--- src/rtl/avalon_bus_arbiter_if.sv ---
// Avalon-MM arbiter bundle: the instruction host port (i_*), the data host
// port (d_*) and the shared agent port (m_*) in a single interface.
//   modport slave  : arbiter view. Host requests and agent responses are inputs.
//                    Host responses and the agent request are outputs.
//   modport master : environment view. The hosts and the agent drive the
//                    arbiter through this modport.
// Parameters: ADDR_W is the address width. DATA_W is the data width.
// The byteenable width is DATA_W/8.
interface avalon_bus_arbiter_if #(
  parameter int ADDR_W = 32,
  parameter int DATA_W = 32
);
  localparam int BE_W = DATA_W / 8;

  // instruction host (read-only)
  logic [ADDR_W-1:0] i_address;
  logic              i_read;
  logic [BE_W-1:0]   i_byteenable;
  logic [DATA_W-1:0] i_readdata;
  logic              i_readdatavalid;
  logic              i_waitrequest;

  // data host (read/write)
  logic [ADDR_W-1:0] d_address;
  logic              d_read;
  logic              d_write;
  logic [BE_W-1:0]   d_byteenable;
  logic [DATA_W-1:0] d_writedata;
  logic [DATA_W-1:0] d_readdata;
  logic              d_readdatavalid;
  logic              d_waitrequest;

  // shared agent
  logic [ADDR_W-1:0] m_address;
  logic              m_read;
  logic              m_write;
  logic [BE_W-1:0]   m_byteenable;
  logic [DATA_W-1:0] m_writedata;
  logic [DATA_W-1:0] m_readdata;
  logic              m_readdatavalid;
  logic              m_waitrequest;

  modport slave (
    input  i_address, i_read, i_byteenable,
    output i_readdata, i_readdatavalid, i_waitrequest,
    input  d_address, d_read, d_write, d_byteenable, d_writedata,
    output d_readdata, d_readdatavalid, d_waitrequest,
    output m_address, m_read, m_write, m_byteenable, m_writedata,
    input  m_readdata, m_readdatavalid, m_waitrequest
  );

  modport master (
    output i_address, i_read, i_byteenable,
    input  i_readdata, i_readdatavalid, i_waitrequest,
    output d_address, d_read, d_write, d_byteenable, d_writedata,
    input  d_readdata, d_readdatavalid, d_waitrequest,
    input  m_address, m_read, m_write, m_byteenable, m_writedata,
    output m_readdata, m_readdatavalid, m_waitrequest
  );
endinterface

--- src/rtl/avalon_bus_arbiter.sv ---
// Two-host Avalon-MM arbiter. The instruction host (read-only) and the data
// host (read/write) share one agent port, with at most one transfer
// outstanding. When both hosts request in the same cycle, the grant
// alternates between them (round-robin).
// Ports:
//   clk : clock. All state changes happen on its rising edge.
//   rst : asynchronous, active-low reset.
//   bus : avalon_bus_arbiter_if.slave, carrying the i_*, d_* and m_* signals.
module avalon_bus_arbiter #(
  parameter int ADDR_W = 32,
  parameter int DATA_W = 32
) (
  input logic                 clk,
  input logic                 rst,
  avalon_bus_arbiter_if.slave bus
);
  localparam int BE_W = DATA_W / 8;

  typedef enum logic [1:0] {
    IDLE    = 2'd0,
    GRANT_I = 2'd1,
    GRANT_D = 2'd2,
    WAIT_RD = 2'd3
  } state_t;

  typedef enum logic {
    HOST_I = 1'b0,
    HOST_D = 1'b1
  } host_t;

  state_t state_q, state_d;
  host_t  last_grant_q, last_grant_d;
  host_t  owner_q, owner_d;

  logic i_req;
  logic d_req;

  logic [ADDR_W-1:0] m_address_c;
  logic [BE_W-1:0]   m_byteenable_c;
  logic [DATA_W-1:0] m_writedata_c;
  logic              m_read_c;
  logic              m_write_c;
  logic              i_waitrequest_c;
  logic              d_waitrequest_c;
  logic              i_readdatavalid_c;
  logic              d_readdatavalid_c;

  assign i_req = bus.i_read;
  assign d_req = bus.d_read | bus.d_write;

  always_ff @(posedge clk or negedge rst) begin
    if (!rst) begin
      state_q      <= IDLE;
      last_grant_q <= HOST_I;
      owner_q      <= HOST_I;
    end else begin
      state_q      <= state_d;
      last_grant_q <= last_grant_d;
      owner_q      <= owner_d;
    end
  end

  always_comb begin
    state_d           = state_q;
    last_grant_d      = last_grant_q;
    owner_d           = owner_q;
    m_address_c       = '0;
    m_byteenable_c    = '0;
    m_writedata_c     = '0;
    m_read_c          = 1'b0;
    m_write_c         = 1'b0;
    i_waitrequest_c   = 1'b1;
    d_waitrequest_c   = 1'b1;
    i_readdatavalid_c = 1'b0;
    d_readdatavalid_c = 1'b0;

    case (state_q)
      IDLE: begin
        // On a tie, the grant goes to the host that was not served last.
        if (i_req && d_req) begin
          state_d = (last_grant_q == HOST_I) ? GRANT_D : GRANT_I;
        end else if (d_req) begin
          state_d = GRANT_D;
        end else if (i_req) begin
          state_d = GRANT_I;
        end
      end

      GRANT_I: begin
        m_address_c     = bus.i_address;
        m_byteenable_c  = bus.i_byteenable;
        m_read_c        = bus.i_read;
        i_waitrequest_c = bus.m_waitrequest;
        if (!i_req) begin
          // The host withdrew before acceptance. Nothing completed, so the
          // fairness history stays as it was.
          state_d = IDLE;
        end else if (!bus.m_waitrequest) begin
          state_d      = WAIT_RD;
          owner_d      = HOST_I;
          last_grant_d = HOST_I;
        end
      end

      GRANT_D: begin
        m_address_c     = bus.d_address;
        m_byteenable_c  = bus.d_byteenable;
        m_writedata_c   = bus.d_writedata;
        m_write_c       = bus.d_write;
        // A read and a write asserted together are forwarded as a write only.
        m_read_c        = bus.d_read & ~bus.d_write;
        d_waitrequest_c = bus.m_waitrequest;
        if (!d_req) begin
          state_d = IDLE;
        end else if (!bus.m_waitrequest) begin
          last_grant_d = HOST_D;
          if (bus.d_write) begin
            state_d = IDLE;
          end else begin
            state_d = WAIT_RD;
            owner_d = HOST_D;
          end
        end
      end

      WAIT_RD: begin
        // The agent is quiet here, so m_read never depends on m_readdatavalid.
        if (bus.m_readdatavalid) begin
          if (owner_q == HOST_I) begin
            i_readdatavalid_c = 1'b1;
          end else begin
            d_readdatavalid_c = 1'b1;
          end
          state_d = IDLE;
        end
      end

      default: begin
        state_d = IDLE;
      end
    endcase
  end

  assign bus.m_address       = m_address_c;
  assign bus.m_byteenable    = m_byteenable_c;
  assign bus.m_writedata     = m_writedata_c;
  assign bus.m_read          = m_read_c;
  assign bus.m_write         = m_write_c;
  assign bus.i_waitrequest   = i_waitrequest_c;
  assign bus.d_waitrequest   = d_waitrequest_c;
  assign bus.i_readdatavalid = i_readdatavalid_c;
  assign bus.d_readdatavalid = d_readdatavalid_c;
  // Both hosts see the read data. Only the valid strobe is steered.
  assign bus.i_readdata      = bus.m_readdata;
  assign bus.d_readdata      = bus.m_readdata;
endmodule

--- src/flat_wrapper.sv ---
// flat-port wrapper written by rule: the top's interface ports become plain ports
module avalon_bus_arbiter_flat 
#(
  parameter int ADDR_W = 32,
  parameter int DATA_W = 32
)
  (clk, rst, bus_i_address, bus_i_read, bus_i_byteenable, bus_i_readdata, bus_i_readdatavalid, bus_i_waitrequest, bus_d_address, bus_d_read, bus_d_write, bus_d_byteenable, bus_d_writedata, bus_d_readdata, bus_d_readdatavalid, bus_d_waitrequest, bus_m_address, bus_m_read, bus_m_write, bus_m_byteenable, bus_m_writedata, bus_m_readdata, bus_m_readdatavalid, bus_m_waitrequest);
  avalon_bus_arbiter_if #(.ADDR_W(ADDR_W), .DATA_W(DATA_W)) bus_i ();
  input logic clk;
  input logic rst;
  input wire logic [$bits(bus_i.i_address)-1:0] bus_i_address;
  input wire logic [$bits(bus_i.i_read)-1:0] bus_i_read;
  input wire logic [$bits(bus_i.i_byteenable)-1:0] bus_i_byteenable;
  output wire logic [$bits(bus_i.i_readdata)-1:0] bus_i_readdata;
  output wire logic [$bits(bus_i.i_readdatavalid)-1:0] bus_i_readdatavalid;
  output wire logic [$bits(bus_i.i_waitrequest)-1:0] bus_i_waitrequest;
  input wire logic [$bits(bus_i.d_address)-1:0] bus_d_address;
  input wire logic [$bits(bus_i.d_read)-1:0] bus_d_read;
  input wire logic [$bits(bus_i.d_write)-1:0] bus_d_write;
  input wire logic [$bits(bus_i.d_byteenable)-1:0] bus_d_byteenable;
  input wire logic [$bits(bus_i.d_writedata)-1:0] bus_d_writedata;
  output wire logic [$bits(bus_i.d_readdata)-1:0] bus_d_readdata;
  output wire logic [$bits(bus_i.d_readdatavalid)-1:0] bus_d_readdatavalid;
  output wire logic [$bits(bus_i.d_waitrequest)-1:0] bus_d_waitrequest;
  output wire logic [$bits(bus_i.m_address)-1:0] bus_m_address;
  output wire logic [$bits(bus_i.m_read)-1:0] bus_m_read;
  output wire logic [$bits(bus_i.m_write)-1:0] bus_m_write;
  output wire logic [$bits(bus_i.m_byteenable)-1:0] bus_m_byteenable;
  output wire logic [$bits(bus_i.m_writedata)-1:0] bus_m_writedata;
  input wire logic [$bits(bus_i.m_readdata)-1:0] bus_m_readdata;
  input wire logic [$bits(bus_i.m_readdatavalid)-1:0] bus_m_readdatavalid;
  input wire logic [$bits(bus_i.m_waitrequest)-1:0] bus_m_waitrequest;
  assign bus_i.i_address = bus_i_address;
  assign bus_i.i_read = bus_i_read;
  assign bus_i.i_byteenable = bus_i_byteenable;
  assign bus_i_readdata = bus_i.i_readdata;
  assign bus_i_readdatavalid = bus_i.i_readdatavalid;
  assign bus_i_waitrequest = bus_i.i_waitrequest;
  assign bus_i.d_address = bus_d_address;
  assign bus_i.d_read = bus_d_read;
  assign bus_i.d_write = bus_d_write;
  assign bus_i.d_byteenable = bus_d_byteenable;
  assign bus_i.d_writedata = bus_d_writedata;
  assign bus_d_readdata = bus_i.d_readdata;
  assign bus_d_readdatavalid = bus_i.d_readdatavalid;
  assign bus_d_waitrequest = bus_i.d_waitrequest;
  assign bus_m_address = bus_i.m_address;
  assign bus_m_read = bus_i.m_read;
  assign bus_m_write = bus_i.m_write;
  assign bus_m_byteenable = bus_i.m_byteenable;
  assign bus_m_writedata = bus_i.m_writedata;
  assign bus_i.m_readdata = bus_m_readdata;
  assign bus_i.m_readdatavalid = bus_m_readdatavalid;
  assign bus_i.m_waitrequest = bus_m_waitrequest;
  avalon_bus_arbiter #(.ADDR_W(ADDR_W), .DATA_W(DATA_W)) u_core (.clk(clk), .rst(rst), .bus(bus_i));
endmodule
--- config.mk ---
export PLATFORM = sky130hd
export DESIGN_NAME = avalon_bus_arbiter_flat
export DESIGN_NICKNAME = d
export VERILOG_FILES = /design/src/rtl/avalon_bus_arbiter_if.sv /design/src/rtl/avalon_bus_arbiter.sv /design/src/flat_wrapper.sv
export SDC_FILE = /design/constraint.sdc
export NUM_CORES = 1
export LEC_CHECK = 0
export CAP_MARGIN = 40
export CORE_AREA = 2 2 109 111
export CTS_CLUSTER_SIZE = 24
export DETAILED_ROUTE_END_ITERATION = 10
export DIE_AREA = 0 0 111 113
export PLACE_DENSITY_LB_ADDON = 0.12
export SETUP_SLACK_MARGIN = 0.4
export SLEW_MARGIN = 20
export SYNTH_ARGS = -nofsm -noshare
export SYNTH_HDL_FRONTEND = slang
export SYNTH_SLANG_ARGS = --single-unit
--- constraint.sdc ---
create_clock -name clk -period 4.3 [get_ports clk]
set_clock_uncertainty 0.2 [all_clocks]
set_input_delay 0.43 -clock clk [delete_from_list [all_inputs] [get_ports clk]]
set_output_delay 0.43 -clock clk [all_outputs]
set_load 0.02 [all_outputs]
=== Yosys cells after proc, flatten, opt, wreduce, memory -nomap -nowiden ===
Index checks and enable logic that the tools add are counted.

* Flip-flop bits (word level): 4
* Input bits: 143
* Output and inout port bits: 138
* Word-level logic and storage cells: 57

* Equality and inequality tests: 12
* Muxes and demuxes: 33
* Bitwise gates (word level): 3
* Reductions and logical operators: 6

{| class="wikitable"
|+ Operator list
! operator !! count
|-
| $pmux 32 s2 || 1
|-
| $mux 32 || 1
|-
| $mux 2 || 10
|-
| $mux 1 || 16
|-
| $ne 2x2->1 const B || 5
|-
| $pmux 2 s4 || 1
|-
| $pmux 4 s2 || 1
|-
| $ne 3x3->1 const B || 2
|-
| $pmux 1 s2 || 3
|-
| $reduce_and 6->1 || 1
|-
| $reduce_and 5->1 || 1
|-
| $eq 2x2->1 const B || 2
|-
| $ne 4x2->1 const B || 1
|-
| $reduce_and 4->1 || 1
|-
| $eq 2x1->1 const B || 1
|-
| $logic_not 2->1 || 1
|-
| $ne 2x1->1 const B || 1
|-
| $reduce_bool 2->1 || 1
|-
| $and 1x1->1 || 1
|-
| $logic_and 1x1->1 || 1
|-
| $not 1->1 || 1
|-
| $or 1x1->1 || 1
|}

=== Longest topological paths before layout ===
* Depth in word-level cells: 4
* Depth in mapped cells: 7
* Mapped depth without buffers: 5

=== Least setup slack after synthesis ===
OpenSTA, ideal clock, no wires.

* Kind: register -> output
* Start: register u_core.state_q[0]
* End: output port bus_m_address[31]
* Arrival time: 1.454 ns
* Required time: 3.670 ns
* Slack: 2.216 ns
* Stages on the path, launching flop included: 7
* Cells stage by stage: dfrtp_1 inv_1 ha_1 buf_2 buf_2 a22oi_1 nor2b_1

* Cells in the longest elaborated chain, start to end: 2
* Elaborated cells between the ends (all ways): 3
* Those cells by class: 2 x eq/ne; 1 x mux

{| class="wikitable"
|+ Ends and longest elaborated chain
! what !! RTL line !! RTL
|-
| start, declared || avalon_bus_arbiter.sv:31 || <nowiki>state_t state_q, state_d;</nowiki>
|-
| start signal, assigned || avalon_bus_arbiter.sv:57 || <nowiki>state_q <= state_d;</nowiki>
|-
| $eq 2x2->1 or $eq 2x1->1 (tied branches) || avalon_bus_arbiter.sv:77 || <nowiki>case (state_q)</nowiki>
|-
| $pmux 32 s2 * || avalon_bus_arbiter.sv:77 ||
|-
| end, declared || flat_wrapper.sv:25 || <nowiki>output wire logic [$bits(bus_i.m_address)-1:0] bus_m_address;</nowiki>
|}

Mark *: on every way between the ends. The rest lies on a longest branch, timed or not.

=== Worst setup path after layout ===
* Start: register u_core.state_q[0]
* End: output port bus_m_address[17]

Same word-level chain as after synthesis.

==> flow_summary.yaml <==
grt:
  overflow: 0
  grt_max_degree: 35
  track_usage_pct: 10.2
  grt_pass1_vias: 1886
  antenna_found_initial: 0
  grt_first_pass_wirelength_mm: 10.4
floorplanning:
  ios: 281
  die_x_um: 111
  coreArea_um2: 11300
  rows: 39
  fp.dieArea_um2: 12500
  die_h_um: 113
  initial_core_util_pct: 14.3
sta:
  fin_crit_sh_pct: 72.4
  fin_setup_tns_ns: 0
  fmax_mhz: 321
  worst_pin_slew_ns: 0.557
  slew_viol_final: 0
  min_period_ns: 3.11
  hold_violations: 0
  rsz0062_at_grt: "no"
  setup_viol: 0
  relSlewSlack_pct: 62.9
synthesis:
  yosysTopAreaCell: "buf_4"
  synth-seq-cells: 4
  synthTopCellsByArea: "buf_4 30%, a22oi_1 17%, nor2b_1 14%"
  yosysSeqAreaShare_pct: 6.22
  syn_area_um2: 1610
  ys_warn_count: 0
  yosysUniqueCellTypes: 27
  syn-instance-count: 224
  syn_avg_cell_area_um2: 7.19
  syn_nets: 371
  yosysTopAreaCellShare_pct: 29.8
layout:
  n_fill_cell: 1233
  n_antenna_cell: 0
  final_common_cell: "clkdlybuf4s50_1"
  multi_input_area_um2: 955
  final_nets: 484
  ff_latch_area_um2: 100
  final_core_util_pct: 28.5
  syn_to_final_growth_pct: 99.7
  layout.cells.non_filler: 478
  drive_above_1_share_pct: 2.99
  final_cell_mix: "184 x clkdlybuf4s50_1, 37 x nor2b_1, 36 x a22oi_1, 33 x and2_1"
setup_path:
  path_cells: "inv_1 > ha_2 > buf_4 > a22oi_1 > nor2b_1 > clkdlybuf4s50_1"
  path_max_fanout: 34
  cp_num_buf_inv: 3
  arrival_ns: 2.48
  critPathLaunchType: "flop"
  end_kind: "primary output"
  required_ns: 3.67
  slowest_delay_ns: 0.63
  crit_type: "flop to primary output"
  cp_top_family: "buffers and inverters"
  critical_path.slowest_cell: "clkdlybuf4s50_1"
route:
  drc: 0
  drt_iter0_drc: 58
  drt-pass1-iter-count: 4
  routedWlPerCell_um: 14.8
  drtAntennaViolNets: 0
  wirelength_mm: 7.09
  vias: 1925
  vias_per_cell: 4.03
power:
  p_switching_mw: 0.805
  switching_share_pct: 45.9
  leakage_nw: 1.13
  p_comb_share_pct: 88.0
  p_int_mw: 0.947
  clockPowerShare_pct: 8.4
  power_density_nw_per_um2: 545
  pwr-share-seq_pct: 3.7
  irDropWorstVdd_mv: 0.158
  total_power_mw: 1.75
min_path:
  hp-class: "input port to asynchronous set/reset pin"
place:
  place_hpwl_mm: 5.94
  numPortBuffers: 184
  globalplace.congestion: 0.778
  place_inst: 475
outcome:
  status: "completed"
clocking:
  cts_root_buf: "clkbuf_16"
  clock-sinks: 4
  cts_max_level: 1
  tritoncts: "done"
  cts_setup_buffers: 0
  cts_buffers: 3
  cts_buffer_depth: 2
  hold_buffers: 0
  clock_latency_ns: 0.23
  ctsResizeCount: 0
  clk_pin_slew_ns: 0.03
job:
  cap_violations: 0
[cell type report]
type,instances,area share (%)
Sequential cell,4,3.11
Tap cell,143,5.56
Multi-Input combinational cell,136,29.7
Clock buffer,3,2.33
Timing Repair Buffer,188,58.8
Inverter,4,0.467
[metrics by stage]
| stage | hold WS, ns | worst slack, ns | cell area, µm² |
|---|---|---|---|
| floorplan | -0.0656 | 2.22 | 1610 |
| global placement | 0.294 | 1.29 | 3110 |
| detailed placement | 0.297 | 1.35 | 3140 |
| CTS | 0.218 | 1.12 | 3220 |
| global route | 0.224 | 0.992 | 3220 |
| finish | 0.211 | 1.19 | 3220 |
[worst paths after layout]
check	startpoint	end	slack (ns)	cells past startpoint
setup reg to reg	u_core.state_q[0]$_DFFE_PN0P_	u_core.state_q[1]$_DFFE_PN0P_	2.10	6
hold / removal	rst	u_core.state_q[0]$_DFFE_PN0P_	0.21	1
setup / recovery	u_core.state_q[0]$_DFFE_PN0P_	bus_m_address[17]	1.19	6
hold reg to reg	u_core.last_grant_q$_DFFE_PN0P_	u_core.last_grant_q$_DFFE_PN0P_	0.31	2
min in group clk	u_core.last_grant_q$_DFFE_PN0P_	u_core.last_grant_q$_DFFE_PN0P_	0.31	2
max in group asynchronous	rst	u_core.last_grant_q$_DFFE_PN0P_	3.52	1
[logic make-up after synthesis]
group,synth area share (%)
buffers and inverters,34.8
AOI/OAI and AO/OA,22.2
DFF,6.22
and+or+nand+nor,32.4
adders and majority gates,3.11
muxes,1.24
[metal layers]
metal / track usage (%) / vias up / wire [µm]
li1: - / 916 / -
met1: 9.57 / 847 / 2350
met2: 19.6 / 128 / 3630
met3: 3.54 / 34 / 810
met4: 5.17 / 0 / 300
met5: 0 / - / 0
[synth_stat cells]
cell and instances:
ha_1 4, mux2i_1 2, and3b_1 1, o21ai_1 1
clkbuf_1 12, and2_1 33, o211ai_1 1, and3_1 2
o2111ai_2 1, a22oi_1 36, nand2_1 3, a2bb2oi_1 1
nor2b_1 37, dfrtp_1 4, o21ai_0 1, buf_4 64
buf_2 4, a21boi_1 1, nand3b_1 2, nand2b_1 1
nor4bb_1 1, or4b_1 2, a21oi_1 3, inv_1 4
o31ai_1 1, a211oi_1 1, a22o_1 1
[flip-flops by register name (all words and copies together) (netlist names)]
signal	count
u_core.state_q	2
u_core.owner_q	1
u_core.last_grant_q	1
[power groups by stage]
stage	clock [mW]	sequential, mW	combinational (mW)
global route	0.152	0.0667	1.65
finish	0.147	0.0643	1.54
floorplan	0	0.0620	0.941
global placement	0	0.0637	1.55
detailed placement	0	0.0645	1.57
CTS	0.150	0.0641	1.57
No activity file was read; power rests on OpenSTA's default activity.
